### src/rtl/tns_link_scheduler_pkg.sv
// Shared types and helpers for the TNS link scheduler and its arbiter.
package tns_link_scheduler_pkg;

  typedef enum logic [0:0] {
    StInit = 1'b0,
    StRun  = 1'b1
  } sched_state_e;

  // Width of the TNS encoder datain bus; DATA_W must match it.
  localparam int unsigned EncDataW = 24;

  function automatic int unsigned src_width(input int unsigned num_ch);
    int unsigned w;
    w = 1;
    if (num_ch > 2) w = $clog2(num_ch);
    return w;
  endfunction

endpackage

### src/rtl/tns_rr_arbiter.sv
// Combinational round-robin arbiter: the owner keeps priority until its burst
// expires, then the search starts after it and the owner is considered last.
module tns_rr_arbiter #(
  parameter int unsigned NUM_CH = 2,
  parameter int unsigned SRC_W  = 1
) (
  input  logic [NUM_CH-1:0] req,
  input  logic [SRC_W-1:0]  ptr,
  input  logic              expired,
  output logic [NUM_CH-1:0] gnt,
  output logic [SRC_W-1:0]  idx,
  output logic              any
);

  logic [SRC_W-1:0] cand;

  always_comb begin
    gnt  = '0;
    idx  = '0;
    any  = 1'b0;
    cand = '0;
    if (req[ptr] && !expired) begin
      any = 1'b1;
      idx = ptr;
    end else begin
      // i == NUM_CH lands back on the owner, so it is checked last.
      for (int i = 1; i <= int'(NUM_CH); i++) begin
        cand = SRC_W'((int'(ptr) + i) % int'(NUM_CH));
        if (!any && req[cand]) begin
          any = 1'b1;
          idx = cand;
        end
      end
    end
    if (any) gnt[idx] = 1'b1;
  end

endmodule

### src/rtl/tns_link_scheduler.sv
// Arbitrates NUM_CH sources onto one TNS encoder, flushes the encoder after
// reset and tags each codeword with its source, aligned to encoder codeout.
module tns_link_scheduler
  import tns_link_scheduler_pkg::*;
#(
  parameter int unsigned NUM_CH      = 2,
  parameter int unsigned DATA_W      = EncDataW,
  parameter int unsigned MAX_BURST   = 4,
  parameter int unsigned INIT_CYCLES = 3,
  parameter int unsigned SRC_W       = src_width(NUM_CH)
) (
  input  logic                     clock,
  input  logic                     reset_n,
  input  logic [NUM_CH-1:0]        in_valid,
  input  logic [NUM_CH*DATA_W-1:0] in_data,
  output logic [NUM_CH-1:0]        in_ready,
  input  logic                     link_ready,
  output logic [DATA_W-1:0]        enc_datain,
  output logic                     code_valid,
  output logic [SRC_W-1:0]         code_src,
  output logic                     link_up
);

  localparam int unsigned BurstW = $clog2(MAX_BURST + 1);
  localparam int unsigned InitW  = $clog2(INIT_CYCLES + 1);
  localparam logic [BurstW-1:0] BurstMax = BurstW'(MAX_BURST);
  localparam logic [InitW-1:0]  InitLast = InitW'(INIT_CYCLES - 1);

  sched_state_e      state_q, state_d;
  logic [InitW-1:0]  init_cnt_q, init_cnt_d;
  logic [DATA_W-1:0] data_q, data_d;
  logic [SRC_W-1:0]  rr_q, rr_d;
  logic [BurstW-1:0] burst_q, burst_d;
  logic              v1_q, v1_d, v2_q, v2_d;
  logic [SRC_W-1:0]  src1_q, src1_d, src2_q, src2_d;

  logic [NUM_CH-1:0] gnt;
  logic [SRC_W-1:0]  gnt_idx;
  logic              gnt_any;
  logic              accept;

  tns_rr_arbiter #(
    .NUM_CH (NUM_CH),
    .SRC_W  (SRC_W)
  ) u_arb (
    .req     (in_valid),
    .ptr     (rr_q),
    .expired (burst_q >= BurstMax),
    .gnt     (gnt),
    .idx     (gnt_idx),
    .any     (gnt_any)
  );

  // Gated by reset_n so no source sees a handshake that reset will discard.
  assign accept   = (state_q == StRun) && link_ready && reset_n && gnt_any;
  assign in_ready = accept ? gnt : '0;

  always_comb begin
    state_d    = state_q;
    init_cnt_d = init_cnt_q;
    data_d     = data_q;
    rr_d       = rr_q;
    burst_d    = burst_q;
    v1_d       = accept;
    src1_d     = gnt_idx;
    v2_d       = v1_q;
    src2_d     = src1_q;
    unique case (state_q)
      StInit: begin
        data_d     = '0;
        init_cnt_d = init_cnt_q + InitW'(1);
        if (init_cnt_q == InitLast) state_d = StRun;
      end
      StRun: begin
        if (accept) begin
          data_d = in_data[gnt_idx*DATA_W +: DATA_W];
          if (gnt_idx == rr_q) begin
            // A lone owner keeps going; the count just saturates.
            if (burst_q != BurstMax) burst_d = burst_q + BurstW'(1);
          end else begin
            burst_d = BurstW'(1);
            rr_d    = gnt_idx;
          end
        end
      end
      default: state_d = StInit;
    endcase
  end

  always_ff @(posedge clock) begin
    if (!reset_n) begin
      state_q    <= StInit;
      init_cnt_q <= '0;
      data_q     <= '0;
      rr_q       <= '0;
      burst_q    <= '0;
      v1_q       <= 1'b0;
      v2_q       <= 1'b0;
      src1_q     <= '0;
      src2_q     <= '0;
    end else begin
      state_q    <= state_d;
      init_cnt_q <= init_cnt_d;
      data_q     <= data_d;
      rr_q       <= rr_d;
      burst_q    <= burst_d;
      v1_q       <= v1_d;
      v2_q       <= v2_d;
      src1_q     <= src1_d;
      src2_q     <= src2_d;
    end
  end

  assign enc_datain = data_q;
  assign code_valid = v2_q;
  assign code_src   = src2_q;
  assign link_up    = (state_q == StRun);

endmodule

### config.mk
export PLATFORM = sky130hd
export DESIGN_NAME = tns_link_scheduler
export DESIGN_NICKNAME = d
export VERILOG_FILES = /design/src/rtl/tns_link_scheduler_pkg.sv /design/src/rtl/tns_rr_arbiter.sv /design/src/rtl/tns_link_scheduler.sv
export SDC_FILE = /design/constraint.sdc
export NUM_CORES = 1
export LEC_CHECK = 0
export BUFFER_PORTS_ARGS = -buffer_cell sky130_fd_sc_hd__buf_4
export CORE_ASPECT_RATIO = 0.9
export CORE_MARGIN = 3
export CORE_UTILIZATION = 44
export CTS_CLUSTER_SIZE = 28
export DETAILED_ROUTE_END_ITERATION = 10
export PLACE_DENSITY = 0.81
export SLEW_MARGIN = 10
export SYNTH_ARGS = -nofsm -noshare
export SYNTH_HDL_FRONTEND = slang
export SYNTH_SLANG_ARGS = --single-unit
### constraint.sdc
create_clock -name clock -period 1.8 [get_ports clock]
set_input_delay 0.09 -clock clock [delete_from_list [all_inputs] [get_ports clock]]
set_output_delay 0.09 -clock clock [all_outputs]
set_load 0.1 [all_outputs]
==> results_dict.tcl, run 1 <==
set metrics [dict create \
    status "complete, no violations" \
    antenna_cells 0 \
    ir_drop_v 0.0005920 \
    fp.dieH_um 61.90 \
    port-buffer-count 81 \
    intPower_w 0.001302 \
    cts.repair_timing.setup_buffer_count 0 \
    cts_sinks 35 \
    fmax_ghz 0.6230 \
    drc 0 \
    r2r_end "enc_datain[8]" \
    combinationalPowerShare 0.293 \
    clk_latency_ns 0.28 \
    switching_share 0.3410 \
    path_depth 4 \
    hpwl_um 2814 \
    synthXorXnorAreaFrac 0.01147 \
    p_per_area_mw_per_mm2 887.7 \
    multiInputGateArea_um2 724.4 \
    worstPathArrival_ns 1.52 \
    clock-root-buffer "clkbuf_8" \
    cts_made_buffers 5 \
    fp.coreArea_mm2 0.003186 \
    yosys_warnings 0 \
    cts_buffer_depth 2 \
    crit_path_max_fanout 7 \
    cts_tree "built" \
    rrSetupSlack_ns 0.24 \
    grt_max_degree 25 \
    synthAdderAreaFrac 0.02457 \
    die_w_um 68.11 \
    syn_area_mm2 0.001528 \
    rsz0062_at_grt "false" \
    routed_wl_um 3620 \
    seq_area_frac_synth 0.4586 \
    vias_per_cell 4.861 \
    startpoint_type "register" \
    cpPeakStageDelay_ns 0.44 \
    cts_hold_buffers 0 \
    groute.usage.overall 0.1751 \
    synthCells 162 \
    cp_top_family "flip-flops" \
    n_fill_cell 283 \
    fin_nets 301 \
    hold_path.startpoint "reset_n" \
    finalSetupTns_ns 0 \
    htree_levels 2 \
    grt_pass1_wl_um 5499 \
    synth.area.mux_share 0.1572 \
    dp_slack_ns 0.2413 \
    area_delta_synth_final_pct 45.70 \
    hold_path_end "burst_q[0]" \
    required_ns 1.71 \
    io-pin-count 82 \
    routedWlPerCell_um 12.61 \
    avgSynthCellArea_um2 9.430 \
    drv_slew 0 \
    cpMaxStageDelayCell "dfxtp_1" \
    initial_core_util 0.4796 \
    path_cells "xor2_1 -> o21ai_4 -> and2_2 -> buf_4" \
    clock_skew_ns 0.002631 \
    hold-path-cell-count 2 \
    mappedNetlistNets 218 \
    maxSlewHeadroom 0.7158 \
    maxCapViolations 0 \
    antenna_found_initial 0 \
    crit_type "reg -> out" \
    r2r_start "burst_q[2]" \
    worst-path-buf-inv 1 \
    rr_worst_depth 5 \
    crit_path_end_kind "primary output" \
    cts_resized 0 \
    drt.antenna.violating_nets 0 \
    grt_pass1_vias 1243 \
    drtIter0Drc 43 \
    grt_overflow 0 \
    clk_pin_slew_ns 0.07 \
    period_share 0.8917 \
    place_congestion 0.7795 \
    leakagePower_nw 1.118 \
    synth-compound-area-share 0.1433 \
    hold_violations 0 \
    seq_power_share 0.444 \
    drtPass1Iterations 4 \
    dieArea_mm2 0.004216 \
    synth_cell_types 28 \
    yosys.area_share.simple 0.1319 \
    hold_path.class "in -> reg" \
    layout_setup_ws_ns 0.1950 \
    vias 1395 \
    synth_top_family_by_area "multiplexers" \
    finalCriticalPeriod_ns 1.605 \
    worstMarginPinSlew_ns 0.4234 \
    layout-drive-gt1-share 0.3959 \
    switching_power_w 0.0006737 \
    clock_power_share 0.263 \
    synth-seq-cells 35 \
    setup_viol 0 \
    rows 19 \
    regArea_um2 704.4 \
]
-- flip-flops by register name, summed over array words and instances, names as in the netlist --
register and count:
code_src 1, src1_q 1, code_valid 1, link_up 1
v1_q 1, enc_datain 24, init_cnt_q 2, burst_q 3
rr_q 1
-- layer usage --
layer,up-vias,global-route usage,part of all wire
li1,716,-,-
met1,625,0.2055,0.42
met2,49,0.2981,0.48
met3,5,0.05755,0.088
met4,0,0.06799,0.013
met5,-,0,0
-- power groups by stage --
stage | logic, W | registers [W] | clock network [W]
2_1_floorplan | 0.000194 | 0.00110 | 0
6_report | 0.000579 | 0.000877 | 0.000519
3_5_place_dp | 0.000583 | 0.000894 | 0
5_1_grt | 0.000621 | 0.000883 | 0.000565
3_3_place_gp | 0.000574 | 0.000890 | 0
4_1_cts | 0.000584 | 0.000877 | 0.000539
-- logic make-up (layout without fill, tap and decap cells) --
logic type / count (synthesis) / after routing
mux: 24 / 24
fa+ha+maj: 3 / 3
buf+inv: 16 / 99
simple gates: 44 / 44
flops: 35 / 35
compound gates: 38 / 38
xor+xnor: 2 / 2
-- layout make-up --
cell class	instances	share of cell area
clock buffers	7	0.03429
repair buffers	86	0.2901
multi-input cells	111	0.3255
well taps	42	0.02361
flip-flops and latches	35	0.3165
inverters	6	0.01012
-- worst max path at each step --
| stage | from | end |
|---|---|---|
| final | burst_q[2] | in_ready[0] |
| after global routing | burst_q[2] | in_ready[1] |
| after CTS | burst_q[2] | in_ready[0] |
| after detailed placement | burst_q[2] | enc_datain[8] |
| after global placement | burst_q[2] | enc_datain[16] |
| after floorplan | link_up | rr_q |
-- cells in the final DEF (no fill, tap or decap) --
| cell type | Yosys | routed |
|---|---|---|
| nor3_1 | 1 | 1 |
| and2_1 | 3 | 2 |
| a311oi_1 | 2 | 2 |
| xor2_1 | 2 | 2 |
| o21ai_1 | 17 | 17 |
| nor2_4 | 1 | 1 |
| dfxtp_4 | 0 | 1 |
| inv_1 | 6 | 6 |
| mux2i_1 | 24 | 24 |
| a31o_2 | 1 | 1 |
| nand2_1 | 26 | 26 |
| clkbuf_1 | 3 | 2 |
| nand3_1 | 1 | 1 |
| clkbuf_8 | 0 | 5 |
| nor2_1 | 6 | 6 |
| and2_2 | 0 | 1 |
| o21ai_0 | 9 | 9 |
| nand4_1 | 1 | 1 |
| nor3b_1 | 1 | 1 |
| a21oi_1 | 5 | 5 |
| nor2b_1 | 2 | 2 |
| a31oi_1 | 1 | 1 |
| dfxtp_1 | 35 | 34 |
| o2111ai_2 | 1 | 1 |
| buf_4 | 0 | 86 |
| o21a_1 | 1 | 1 |
| nand3b_1 | 2 | 2 |
| o21ai_4 | 0 | 1 |
| ha_1 | 3 | 3 |
-- Yosys cell counts --
master / instances / area [um2]
ha_1: 3 / 37.54
o21ai_0: 9 / 45.04
buf_12: 2 / 40.04
buf_6: 2 / 22.52
nor2b_1: 2 / 12.51
o21a_1: 1 / 7.510
nor3_1: 1 / 5.000
a31oi_1: 1 / 6.260
xor2_1: 2 / 17.52
a21oi_1: 5 / 25.02
nand3_1: 1 / 5.000
buf_2: 3 / 15.01
nor3b_1: 1 / 7.510
o21ai_1: 17 / 85.08
a311oi_1: 2 / 17.52
and2_1: 3 / 18.77
nand3b_1: 2 / 15.01
nor2_4: 1 / 11.26
nor2_1: 6 / 22.52
inv_1: 6 / 22.52
a31o_2: 1 / 8.760
nand2_1: 26 / 97.59
o21ai_2: 1 / 8.760
nand4_1: 1 / 6.260
mux2i_1: 24 / 240.2
o2111ai_2: 1 / 15.01
dfxtp_1: 35 / 700.7
clkbuf_1: 3 / 11.26
-- through the flow --
step                      hold slack (ns)    util  cell area [um2]  power (W)  instances
after global placement             0.3485  0.6748             2150   0.001464        280
after CTS                         0.06856  0.6987             2226   0.002001        287
after floorplan                    0.2077       -             1533   0.001299        162
after global routing              0.07756  0.6987             2226   0.002068        287
after detailed placement           0.3618  0.6748             2150   0.001477        280
final                             0.07283  0.6987             2226   0.001976        287
Power figures use the tool's default switching activity.
==> inputs of run 2 (changes only) <==
- ABC_AREA: default -> 1
- CORE_UTILIZATION: 44 -> 45
- SLEW_MARGIN: 10 -> 20
- clock period: 1.8 -> 1.56 ns (I/O delays scaled with it)
==> results_dict.tcl, run 2 <==
set metrics [dict create \
    synthCells 200 \
    yosysTopAreaCellShare 0.4355 \
    grt_pass1_vias 1470 \
    clock-root-buffer "clkbuf_8" \
    layout-drive-gt1-share 0.4155 \
    r2r_start "rr_q" \
    hpwl_um 2923 \
    synthArstFlopShare 0 \
    maxSlewHeadroom 0.7976 \
    final_cell_mix "buf_4, nand2_1, dfxtp_1" \
    vias_per_cell 4.822 \
    cpMaxStageDelayCell "dfxtp_1" \
    finalCriticalPeriod_ns 1.506 \
    synth-seq-cells 35 \
    rrSetupSlack_ns 0.14 \
    yosysTopAreaCell "dfxtp_1" \
    placed_cell_area_mm2 0.002243 \
    cts_buffer_depth 2 \
    clk_latency_ns 0.28 \
    mappedNetlistNets 256 \
    hold_violations 0 \
    routed_wl_um 4020 \
    yosys.area_share.simple 0.3180 \
    htree_levels 2 \
    n_fill_cell 258 \
    area_delta_synth_final_pct 48.60 \
    yosys_warnings 0 \
    fp.dieH_um 62.73 \
    die_w_um 69.03 \
    crit_path_end_kind "primary output" \
    worstMarginPinSlew_ns 0.3035 \
    path_cells "nor2_1 -> nand2_1 -> nand3_4 -> nand2_4 -> clkinv_8 -> buf_12" \
    synth-compound-area-share 0.1306 \
    routedWlPerCell_um 12.33 \
    antenna_found_initial 0 \
    rows 19 \
    syn_area_mm2 0.001609 \
    synth_cell_types 27 \
    grt_overflow 0 \
    setup_viol 0 \
    largest_reg_flops 24 \
    cts_made_buffers 5 \
    place_congestion 0.8638 \
    clock_skew_ns 0.008010 \
    synth_top_family_by_area "simple AND/OR/NAND/NOR gates" \
    crit_type "reg -> out" \
    cts_tree "built" \
    dieArea_mm2 0.004330 \
    fmax_ghz 0.6639 \
    synth.most_common_cell "nand2_1" \
    synth-main-ff-cell "dfxtp_1" \
    cts_sinks 35 \
    synthTopCellsByArea "dfxtp_1, nand2_1, a31oi_1" \
    drv_slew 0 \
    hold_path.startpoint "in_data[8]" \
    synthXorXnorAreaFrac 0.005443 \
    io-pin-count 82 \
    startpoint_type "register" \
    ir_drop_v 0.0006692 \
    final_cell_area_mm2 0.002391 \
    avgSynthCellArea_um2 8.045 \
    vias 1572 \
    layout_commonest_cell "buf_4" \
    crit_path_max_fanout 26 \
    p_per_area_mw_per_mm2 1010 \
    rr_worst_depth 7 \
    hold_path.class "in -> reg" \
    fp.coreArea_mm2 0.003233 \
    groute.usage.overall 0.1842 \
    worstPathArrival_ns 1.43 \
    drc 0 \
    grt_max_degree 27 \
    period_share 0.9655 \
    drtPass1Iterations 4 \
    required_ns 1.48 \
    synth_edf_count 0 \
    fin_util 0.7396 \
    timing.hold.ws_ns 0.05700 \
    antenna_cells 0 \
    dp_slack_ns 0.1252 \
    drtIter0Drc 86 \
    initial_core_util 0.4977 \
    layout_setup_ws_ns 0.05385 \
    drt.antenna.violating_nets 0 \
    fin_nets 339 \
    synthAdderAreaFrac 0.02333 \
    seq_area_frac_synth 0.4355 \
    ys_top_cells_by_count "nand2_1, dfxtp_1, a31oi_1" \
    synth.area.mux_share 0 \
    leakagePower_nw 1.087 \
    status "complete, no violations" \
    p_total_w 0.002416 \
    grt_pass1_wl_um 6637 \
    cpPeakStageDelay_ns 0.37 \
    port-buffer-count 81 \
    hold_path_end "enc_datain[8]" \
    cts_hold_buffers 0 \
    maxCapViolations 0 \
    clk_pin_slew_ns 0.07 \
    r2r_end "enc_datain[13]" \
    hold-path-cell-count 3 \
]
[run 2: changes by cell type in the layout (fill, tap and decap cells not counted), sizes merged, moves of 2 or more]
cell	before	now
a31oi	1	21
inv	6	13
o21ai	27	4
a311oi	2	0
nand3	1	10
and2	3	0
mux2i	24	0
nand2	26	89
nor2b	2	0
[run 2: critical path: cells and delay by family, from the launching register on]
| kind | cells | cell delay, ns |
|---|---|---|
| buf+inv | 2 | 0.31 |
| simple gates | 4 | 0.46 |
| flops | 1 | 0.37 |
[run 2: worst max-delay path by stage]
| stage | from | endpoint | slack (ns) | depth (start not counted) |
|---|---|---|---|---|
| final | rr_q | in_ready[0] | 0.05 | 6 |
| after global routing | rr_q | in_ready[0] | -0.03 | 6 |
| after CTS | burst_q[2] | in_ready[1] | 0.003 | 5 |
| after detailed placement | burst_q[2] | in_ready[0] | 0.13 | 5 |
| after global placement | burst_q[2] | in_ready[0] | 0.16 | 5 |
| after floorplan | link_up | enc_datain[0] | 0.02 | 7 |
[run 2: cell families (layout without fill, tap and decap cells)]
logic type | count (synthesis) | in the layout
flip-flops | 35 | 35
AO/OA/AOI/OAI | 30 | 30
buffers and inverters | 23 | 107
AND/OR/NAND/NOR | 108 | 108
adder cells (fa/ha/maj) | 3 | 3
XOR/XNOR | 1 | 1
[run 2: power breakdown]
group	internal [W]	switching [W]	leakage, nW
registers	0.000957	0.0000392	0.284
logic	0.000243	0.000461	0.752
clock network	0.000402	0.000314	0.0505
[run 2: layout make-up]
cell class	instances	area (um2)	area share
well taps	42	52.55	0.02198
clock buffers	7	96.34	0.04029
flip-flops and latches	35	705.7	0.2951
multi-input cells	142	780.7	0.3265
clock inverters	1	7.507	0.003140
inverters	14	65.06	0.02721
repair buffers	85	683.2	0.2857
[run 2: timing repair]
action                     CTS  global route
setup endpoints to repair    2             2
setup buffers                0             0
gates resized for setup      6             5
[run 2: per-layer routing]
| metal | up-vias | track usage | routed length (um) |
|---|---|---|---|
| li1 | 818 | - | - |
| met1 | 699 | 0.2323 | 1800 |
| met2 | 53 | 0.2881 | 1861 |
| met3 | 2 | 0.07878 | 338 |
| met4 | 0 | 0.04878 | 20 |
| met5 | - | 0 | 0 |
[run 2: metrics by stage]
stage	TNS, ns	std cells
2_1_floorplan	0	200
3_3_place_gp	0	318
3_5_place_dp	0	318
4_1_cts	0	326
5_1_grt	-0.04546	326
6_report	0	326
